==> src/rtl/spiflash_pkg.sv <==
// +----------------------------------------------------------------------+
// | spiflash_pkg : opcodes, state encoding and helpers for spiflash_rdctl |
// | rev 1.0                                                              |
// +----------------------------------------------------------------------+
`default_nettype none

package spiflash_pkg;

  localparam logic [7:0] CMD_WAKE  = 8'hAB;
  localparam logic [7:0] CMD_READ  = 8'h03;
  localparam logic [6:0] WAKE_BITS = 7'd8;
  localparam logic [6:0] XFER_BITS = 7'd64;

  typedef enum logic [2:0] {
    WAKE = 3'd0,
    GAP  = 3'd1,
    IDLE = 3'd2,
    XFER = 3'd3,
    DONE = 3'd4
  } state_t;

  // First byte off the wire becomes the least significant byte.
  function automatic logic [31:0] bswap32(input logic [31:0] w);
    return {w[7:0], w[15:8], w[23:16], w[31:24]};
  endfunction

endpackage

`default_nettype wire

==> src/rtl/spiflash_shift.sv <==
// +----------------------------------------------------------------------+
// | spiflash_shift : SCLK divider, bit counter and tx/rx shift registers |
// | rev 1.0                                                              |
// +----------------------------------------------------------------------+
`default_nettype none

module spiflash_shift #(
  parameter int CLKDIV = 1
) (
  input  logic        clk,
  input  logic        resetn,
  input  logic        start,
  input  logic [6:0]  nbits,
  input  logic [31:0] tx_data,
  input  logic        miso,
  output logic        sclk,
  output logic        mosi,
  output logic        busy,
  output logic        done,
  output logic [31:0] rx_data
);

  logic        r_busy;
  logic        r_sclk;
  logic [7:0]  r_div;
  logic [6:0]  r_bit;
  logic [31:0] r_tx;
  logic [31:0] r_rx;
  logic        w_tick;

  assign w_tick  = r_busy && (r_div == 8'(CLKDIV - 1));
  // Asserted on the edge that ends the last high phase, so the caller can
  // raise chip select on the very same edge.
  assign done    = w_tick && r_sclk && (r_bit == nbits - 7'd1);
  assign sclk    = r_sclk;
  assign mosi    = r_busy & r_tx[31];
  assign busy    = r_busy;
  assign rx_data = r_rx;

  always_ff @(posedge clk or negedge resetn) begin
    if (!resetn) begin
      r_busy <= 1'b0;
      r_sclk <= 1'b0;
      r_div  <= 8'd0;
      r_bit  <= 7'd0;
      r_tx   <= 32'd0;
      r_rx   <= 32'd0;
    end else if (start) begin
      r_busy <= 1'b1;
      r_sclk <= 1'b0;
      r_div  <= 8'd0;
      r_bit  <= 7'd0;
      r_tx   <= tx_data;
    end else if (r_busy) begin
      if (w_tick) begin
        r_div  <= 8'd0;
        r_sclk <= ~r_sclk;
        if (!r_sclk) begin
          r_rx <= {r_rx[30:0], miso};
        end else begin
          // Falling edge: next bit presented while SCLK is low.
          r_tx <= {r_tx[30:0], 1'b0};
          if (done) begin
            r_busy <= 1'b0;
            r_bit  <= 7'd0;
          end else begin
            r_bit <= r_bit + 7'd1;
          end
        end
      end else begin
        r_div <= r_div + 8'd1;
      end
    end
  end

endmodule

`default_nettype wire

==> src/rtl/spiflash_rdctl.sv <==
// +----------------------------------------------------------------------+
// | spiflash_rdctl : wakes a SPI flash, then serves 32-bit word reads    |
// | rev 1.0                                                              |
// +----------------------------------------------------------------------+
`default_nettype none

module spiflash_rdctl
  import spiflash_pkg::*;
#(
  parameter int CLKDIV  = 1,
  parameter int CS_IDLE = 4
) (
  input  logic        clk,
  input  logic        resetn,
  input  logic        valid,
  output logic        ready,
  input  logic [23:0] addr,
  output logic [31:0] rdata,
  output logic        spi_cs,
  output logic        spi_sclk,
  output logic        spi_mosi,
  input  logic        spi_miso
);

  state_t      r_state, w_next;
  logic        r_cs, w_cs_nxt;
  logic [7:0]  r_gap, w_gap_nxt;
  logic        r_ready, w_ready_nxt;
  logic [31:0] r_rdata, w_rdata_nxt;
  logic        w_start;
  logic [6:0]  w_nbits;
  logic [31:0] w_tx;
  logic        w_busy;
  logic        w_done;
  logic [31:0] w_rx;

  spiflash_shift #(.CLKDIV(CLKDIV)) u_shift (
    .clk     (clk),
    .resetn  (resetn),
    .start   (w_start),
    .nbits   (w_nbits),
    .tx_data (w_tx),
    .miso    (spi_miso),
    .sclk    (spi_sclk),
    .mosi    (spi_mosi),
    .busy    (w_busy),
    .done    (w_done),
    .rx_data (w_rx)
  );

  always_ff @(posedge clk or negedge resetn) begin
    if (!resetn) begin
      r_state <= WAKE;
      r_cs    <= 1'b1;
      r_gap   <= 8'd0;
      r_ready <= 1'b0;
      r_rdata <= 32'd0;
    end else begin
      r_state <= w_next;
      r_cs    <= w_cs_nxt;
      r_gap   <= w_gap_nxt;
      r_ready <= w_ready_nxt;
      r_rdata <= w_rdata_nxt;
    end
  end

  always_comb begin
    w_next      = r_state;
    w_cs_nxt    = r_cs;
    w_gap_nxt   = 8'd0;
    w_ready_nxt = 1'b0;
    w_rdata_nxt = r_rdata;
    w_start     = 1'b0;
    w_nbits     = XFER_BITS;
    // Word-aligned address; the low two bits are forced to zero.
    w_tx        = {CMD_READ, addr[23:2], addr[1:0] & 2'b00};
    case (r_state)
      WAKE: begin
        w_nbits = WAKE_BITS;
        w_tx    = {CMD_WAKE, 24'h000000};
        // Chip select still high means the wake command has not started.
        if (r_cs && !w_busy) begin
          w_start  = 1'b1;
          w_cs_nxt = 1'b0;
        end else if (w_done) begin
          w_cs_nxt = 1'b1;
          w_next   = GAP;
        end
      end
      GAP: begin
        if (r_gap == 8'(CS_IDLE - 1)) w_next = IDLE;
        else                          w_gap_nxt = r_gap + 8'd1;
      end
      IDLE: begin
        if (valid) begin
          w_start  = 1'b1;
          w_cs_nxt = 1'b0;
          w_next   = XFER;
        end
      end
      XFER: begin
        if (w_done) begin
          w_cs_nxt    = 1'b1;
          w_ready_nxt = 1'b1;
          w_rdata_nxt = bswap32(w_rx);
          w_next      = DONE;
        end
      end
      DONE:    w_next = GAP;
      default: w_next = WAKE;
    endcase
  end

  assign spi_cs = r_cs;
  assign ready  = r_ready;
  assign rdata  = r_rdata;

endmodule

`default_nettype wire

==> config.mk <==
export PLATFORM = sky130hd
export DESIGN_NAME = spiflash_rdctl
export DESIGN_NICKNAME = d
export VERILOG_FILES = /design/src/rtl/spiflash_pkg.sv /design/src/rtl/spiflash_shift.sv /design/src/rtl/spiflash_rdctl.sv
export SDC_FILE = /design/constraint.sdc
export NUM_CORES = 1
export LEC_CHECK = 0
export BUFFER_PORTS_ARGS = -buffer_cell sky130_fd_sc_hd__buf_4
export CAP_MARGIN = 20
export CELL_PAD_IN_SITES_DETAIL_PLACEMENT = 1
export CELL_PAD_IN_SITES_GLOBAL_PLACEMENT = 1
export CORE_ASPECT_RATIO = 1.25
export CORE_MARGIN = 3
export CORE_UTILIZATION = 48
export DETAILED_ROUTE_END_ITERATION = 12
export PLACE_DENSITY = 0.83
export SLEW_MARGIN = 20
export SYNTH_ARGS = -nofsm -noshare
export SYNTH_HDL_FRONTEND = slang
export SYNTH_HIERARCHICAL = 1
export SYNTH_SLANG_ARGS = --single-unit
export TNS_END_PERCENT = 20
==> constraint.sdc <==
create_clock -name clk -period 3.7 [get_ports clk]
set_input_delay 0.74 -clock clk [delete_from_list [all_inputs] [get_ports clk]]
set_output_delay 0.74 -clock clk [all_outputs]
set_load 0.005 [all_outputs]
Word level (Yosys, flattened, before mapping)
Cells that the tools add are included.

Bits of input ports: 28. Word-level logic and storage cells: 85. Register bits after elaboration: 126. Output and inout port bits: 36.

Equal/unequal tests: 11. Muxes and demuxes: 39. Add/sub/neg operators: 4. Bitwise gates (word level): 3. Reduce and logical (&&, ||, !) cells: 17.

Operators with widths (count): $mux W32 (5); $mux W7 (6); $mux W8 (5); $add A8 B1 Y8 const B (2); $mux W1 (15); $mux W3 (5); $pmux W3 S5 (1); $eq A8 B2 Y1 const B (1); $logic_not A8 Y1 (1); $add A7 B1 Y7 const B (1); $eq A7 B7 Y1 (1); $sub A7 B1 Y7 const B (1); $eq A3 B2 Y1 const B (2); $ne A2 B2 Y1 const B (3); $reduce_and A2 Y1 (3); $reduce_bool A2 Y1 (3); $reduce_and A5 Y1 (1); $logic_and A1 B1 Y1 (4); $ne A2 B1 Y1 const B (2); $reduce_and A4 Y1 (1); $eq A3 B1 Y1 const B (1); $eq A3 B3 Y1 const B (1); $logic_not A3 Y1 (1); $pmux W1 S3 (1); 6 further kinds (7).

Depth between registers and ports, before layout
Depth after elaboration: 10. Mapped depth: 12.

By module
The synthesis kept the hierarchy.

Modules (own cells, without submodules): spiflash_shift (times used 1, area each 3916.3 um^2, cells each 326); spiflash_rdctl (times used 1, area each 2044.5 um^2, cells each 160).

Least setup slack after synthesis
No wires, ideal clock.

Path type: reg2reg. Start point: register r_state[0]. End point: register r_rdata[10] (netlist: rdata[10]). Path buffers: 4. Setup time: 0.125 ns. Data arrival time: 3.133 ns. Stages on the path, launching flop included: 13. Setup slack: 0.443 ns. Path through: dfrtp_1 -> buf_4 -> nor3_1 -> buf_2 -> xor2_1 -> xnor2_1 -> o2111ai_1 -> nor4_2 -> nor2b_1 -> and3_1 -> buf_6 -> buf_6 -> mux2_2.

Word-level cells in the longest chain between the ends: 6.

Ends and longest elaborated chain: from (decl) (line spiflash_rdctl.sv:25) `state_t r_state, w_next;`; from (signal assigned) (line spiflash_rdctl.sv:59) `r_state <= w_next;`; $logic_not A3 Y1 (line spiflash_rdctl.sv:77) `case (r_state)`; $mux W7 (line spiflash_rdctl.sv:77); net w_nbits[3] (line spiflash_rdctl.sv:31) `logic [6:0] w_nbits;`; $sub A7 B1 Y7 (line spiflash_shift.sv:34) `assign done = w_tick && r_sclk && (r_bit == nbits - 7'd1);`; $eq A7 B7 Y1 (line spiflash_shift.sv:34); $logic_and A1 B1 Y1 (line spiflash_shift.sv:34); net w_done (line spiflash_rdctl.sv:34) `logic w_done;`; $reduce_and A2 Y1 (no line); to (signal assigned) (line spiflash_rdctl.sv:63) `r_rdata <= w_rdata_nxt;`; to (decl) (line spiflash_rdctl.sv:29) `logic [31:0] r_rdata, w_rdata_nxt;`.

The timed path passes the listed nets, and every way through them passes these cells. A chain may end at the register's enable or synchronous reset.

Worst setup path in the final report
Start point: register r_state[1]. End point: register r_rdata[5] (netlist: rdata[5]).

Word-level cells in the longest chain between the ends: 6.

Ends and longest elaborated chain (line): $logic_not A3 Y1 (spiflash_rdctl.sv:77); $mux W7 (spiflash_rdctl.sv:77); $sub A7 B1 Y7 (spiflash_shift.sv:34); $eq A7 B7 Y1 (spiflash_shift.sv:34); $logic_and A1 B1 Y1 (spiflash_shift.sv:34); net w_done (spiflash_rdctl.sv:34); $reduce_and A2 Y1 (no line).

The timed path passes the listed nets, and every way through them passes these cells.

==> impl_metrics.tcl <==
set metrics [dict create \
    status "complete, no violations" \
    grt_pass1_vias 4425 \
    slew_headroom 0.415 \
    worstPathMaxFanout 33 \
    cp.required_ps 3990 \
    drt_pass1_iterations 4 \
    yosysMostFrequentCell "dfrtp_1" \
    syn2layout_area_growth_pct 19.8 \
    grt_pass1_wl_microns 22300 \
    slowest_stage "dfrtp_1" \
    cp_data_arrival_time_ps 3480 \
    design.core.area_sq_um 11900 \
    fin_setup_tns_ps 0 \
    io_pins 64 \
    root_buffer "clkbuf_16" \
    rsz0062_at_grt "no" \
    slew_violations 0 \
    worstPathCellList "nor3_2, xor2_1, xnor2_1, o2111ai_1, nor4_2, nor2b_1, and3_1, buf_12, mux2_2" \
    post_cts_buffers 0 \
    r2r_cells 9 \
    tightest_slew_ps 877 \
    synthArstFlopShare 1.00 \
    row_count 44 \
    finalWorstSetupSlack_ps 506 \
    die_h_microns 131 \
    dr.first_iter.drc_count 163 \
    timing.max_cap.violations 0 \
    grt_usage 0.206 \
    dieArea_sq_um 13800 \
    yosys-top-cells-area "dfrtp_1 (52%), mux2_4 (8.3%), mux2_2 (6.2%)" \
    route.vias.total 3880 \
    place_ws_ps 493 \
    clock-sinks 126 \
    ys_warn_count 6 \
    die_w_microns 106 \
    p_per_area_nw_per_um2 690 \
    place_area_sq_um 6580 \
    wl_per_cell_microns 17.7 \
    clock_skew_ps 9.09 \
    ys_ff_latch 126 \
    clock_path_buffers 2 \
    htree_levels 4 \
    drive_gt1_frac 0.307 \
    synth_top_area_share 0.525 \
    seq_area_frac_synth 0.529 \
    synthTopCellsByCount "dfrtp_1 (125), nand2_1 (41), o21ai_0 (35)" \
    synthFlopType "dfrtp_1" \
    fin_crit_ps 3190 \
    critPathTopFamily "simple AND/OR/NAND/NOR gates" \
    use_met2 0.392 \
    worst-path-stages 9 \
    finalSetupViolCount 0 \
    clkSlewWorstSetupHoldPaths_ps 60 \
    finalWirelength_microns 13100 \
    criticalPathCategory "reg2reg" \
    max_freq_mhz 313 \
    startpoint_type "register" \
    p_leak_nw 3.48 \
    grt_max_degree 85 \
    netlist_area_sq_um 5960 \
    detail-route-antenna-nets 0 \
    grt_most_used_layer "met2" \
    ys_types 53 \
    insertion_delay_ps 410 \
    hpwl_microns 8760 \
    n_antenna_cell 0 \
    place_congestion 0.796 \
    cp.buffers_inverters 1 \
    numCtsBuffers 17 \
    start_util 0.501 \
    hold_class "in2async" \
    peakVddDrop_v 0.000292 \
    cts_tree "built" \
    end_kind "register" \
    synth_edf_count 0 \
    yosysTopAreaCell "dfrtp_1" \
    synth_area_per_cell_sq_um 12.3 \
    grt.overflow.total 0 \
    slowest_delay_ps 520 \
    port_buffers 61 \
    postCtsResizedCells 0 \
    grtUsageMet3 0.0506 \
    hold_violations 0 \
    finalCritPeriodShare 0.863 \
    synthCells 486 \
    fin_area_sq_um 7140 \
    cts_hold_buffers 0 \
    use_met1 0.230 \
    vias_per_cell 5.24 \
    nets 600 \
    antenna_found_initial 0 \
    drc 0 \
]
## cells by family (layout without fill, tap and decap cells)
| group | after synthesis | after routing | synth area share |
|---|---|---|---|
| DFF | 126 | 126 | 0.529 |
| muxes | 97 | 97 | 0.198 |
| buffers and inverters | 36 | 109 | 0.0403 |
| adders and majority gates | 6 | 6 | 0.0122 |
| AOI/OAI and AO/OA | 57 | 57 | 0.0548 |
| xor gates and xnor gates | 23 | 23 | 0.0338 |
| and+or+nand+nor | 139 | 139 | 0.131 |
| other | 2 | 23 | 0.00126 |
## state kept, by name (all words and copies together), names as in the netlist
| register | flops |
|---|---|
| rdata | 32 |
| u_shift/r_tx | 32 |
| u_shift/rx_data | 32 |
| r_gap | 8 |
| u_shift/r_div | 8 |
| u_shift/r_bit | 7 |
| r_state | 3 |
| ready | 1 |
| spi_cs | 1 |
| u_shift/busy | 1 |
| u_shift/sclk | 1 |
## where the power goes
| part | switching, W | internal [W] |
|---|---|---|
| sequential | 0.000310 | 0.00174 |
| clock | 0.000646 | 0.000931 |
| combinational | 0.000601 | 0.000702 |
## per-layer routing
| layer | up-vias | routed length [microns] |
|---|---|---|
| li1 | 1821 | - |
| met1 | 1982 | 5210 |
| met2 | 68 | 7310 |
| met3 | 9 | 487 |
| met4 | 0 | 98 |
| met5 | - | 0 |
## per-stage QoR
stage                      util  hold slack [ps]  std cells  total power, W
final                     0.600              362        741         0.00493
after global routing      0.600              404        741         0.00521
after CTS                 0.600              379        741         0.00499
after detailed placement  0.553              503        709         0.00336
after global placement    0.553              492        709         0.00323
after floorplan               -              444        507         0.00309
## path summary, 6_finish.rpt
kind	slack [ps]	end	from
max in group asynchronous	2360	u_shift/rx_data[29]	resetn
max reg2reg	510	rdata[5]	r_state[1]
max	510	rdata[5]	r_state[1]
min in group clk	510	rdata[13]	rdata[13]
min	360	u_shift/rx_data[19]	resetn
min reg2reg	510	rdata[13]	rdata[13]
## cells in the final DEF (no fill, tap or decap), drive strengths merged, types with 2 or more instances in the layout
master and count:
nor2b 14, xor2 15, dfrtp 125, or3b 2, and3 9, clkbuf 17
nand4 4, clkinvlp 5, nor4 2, o21ai 35, mux2i 31, ha 5
nor3 11, xnor2 8, inv 13, and2b 11, buf 68, conb 23
or3 4, mux2 66, a21oi 10, nand3b 4, nand3 9, nor2 16
nand2b 4, clkinv 5, and2 2, nand2 42, nor4b 2
## area by class of cell
class | instances | area [sq um]
multi-input cells | 345 | 2660
well taps | 161 | 201
clock buffers | 17 | 425
clock inverters | 15 | 138
fillers | 1233 | 4750
flip-flops and latches | 126 | 3150
inverters | 9 | 33.8
repair buffers | 68 | 523
Power figures use the tool's default switching activity.
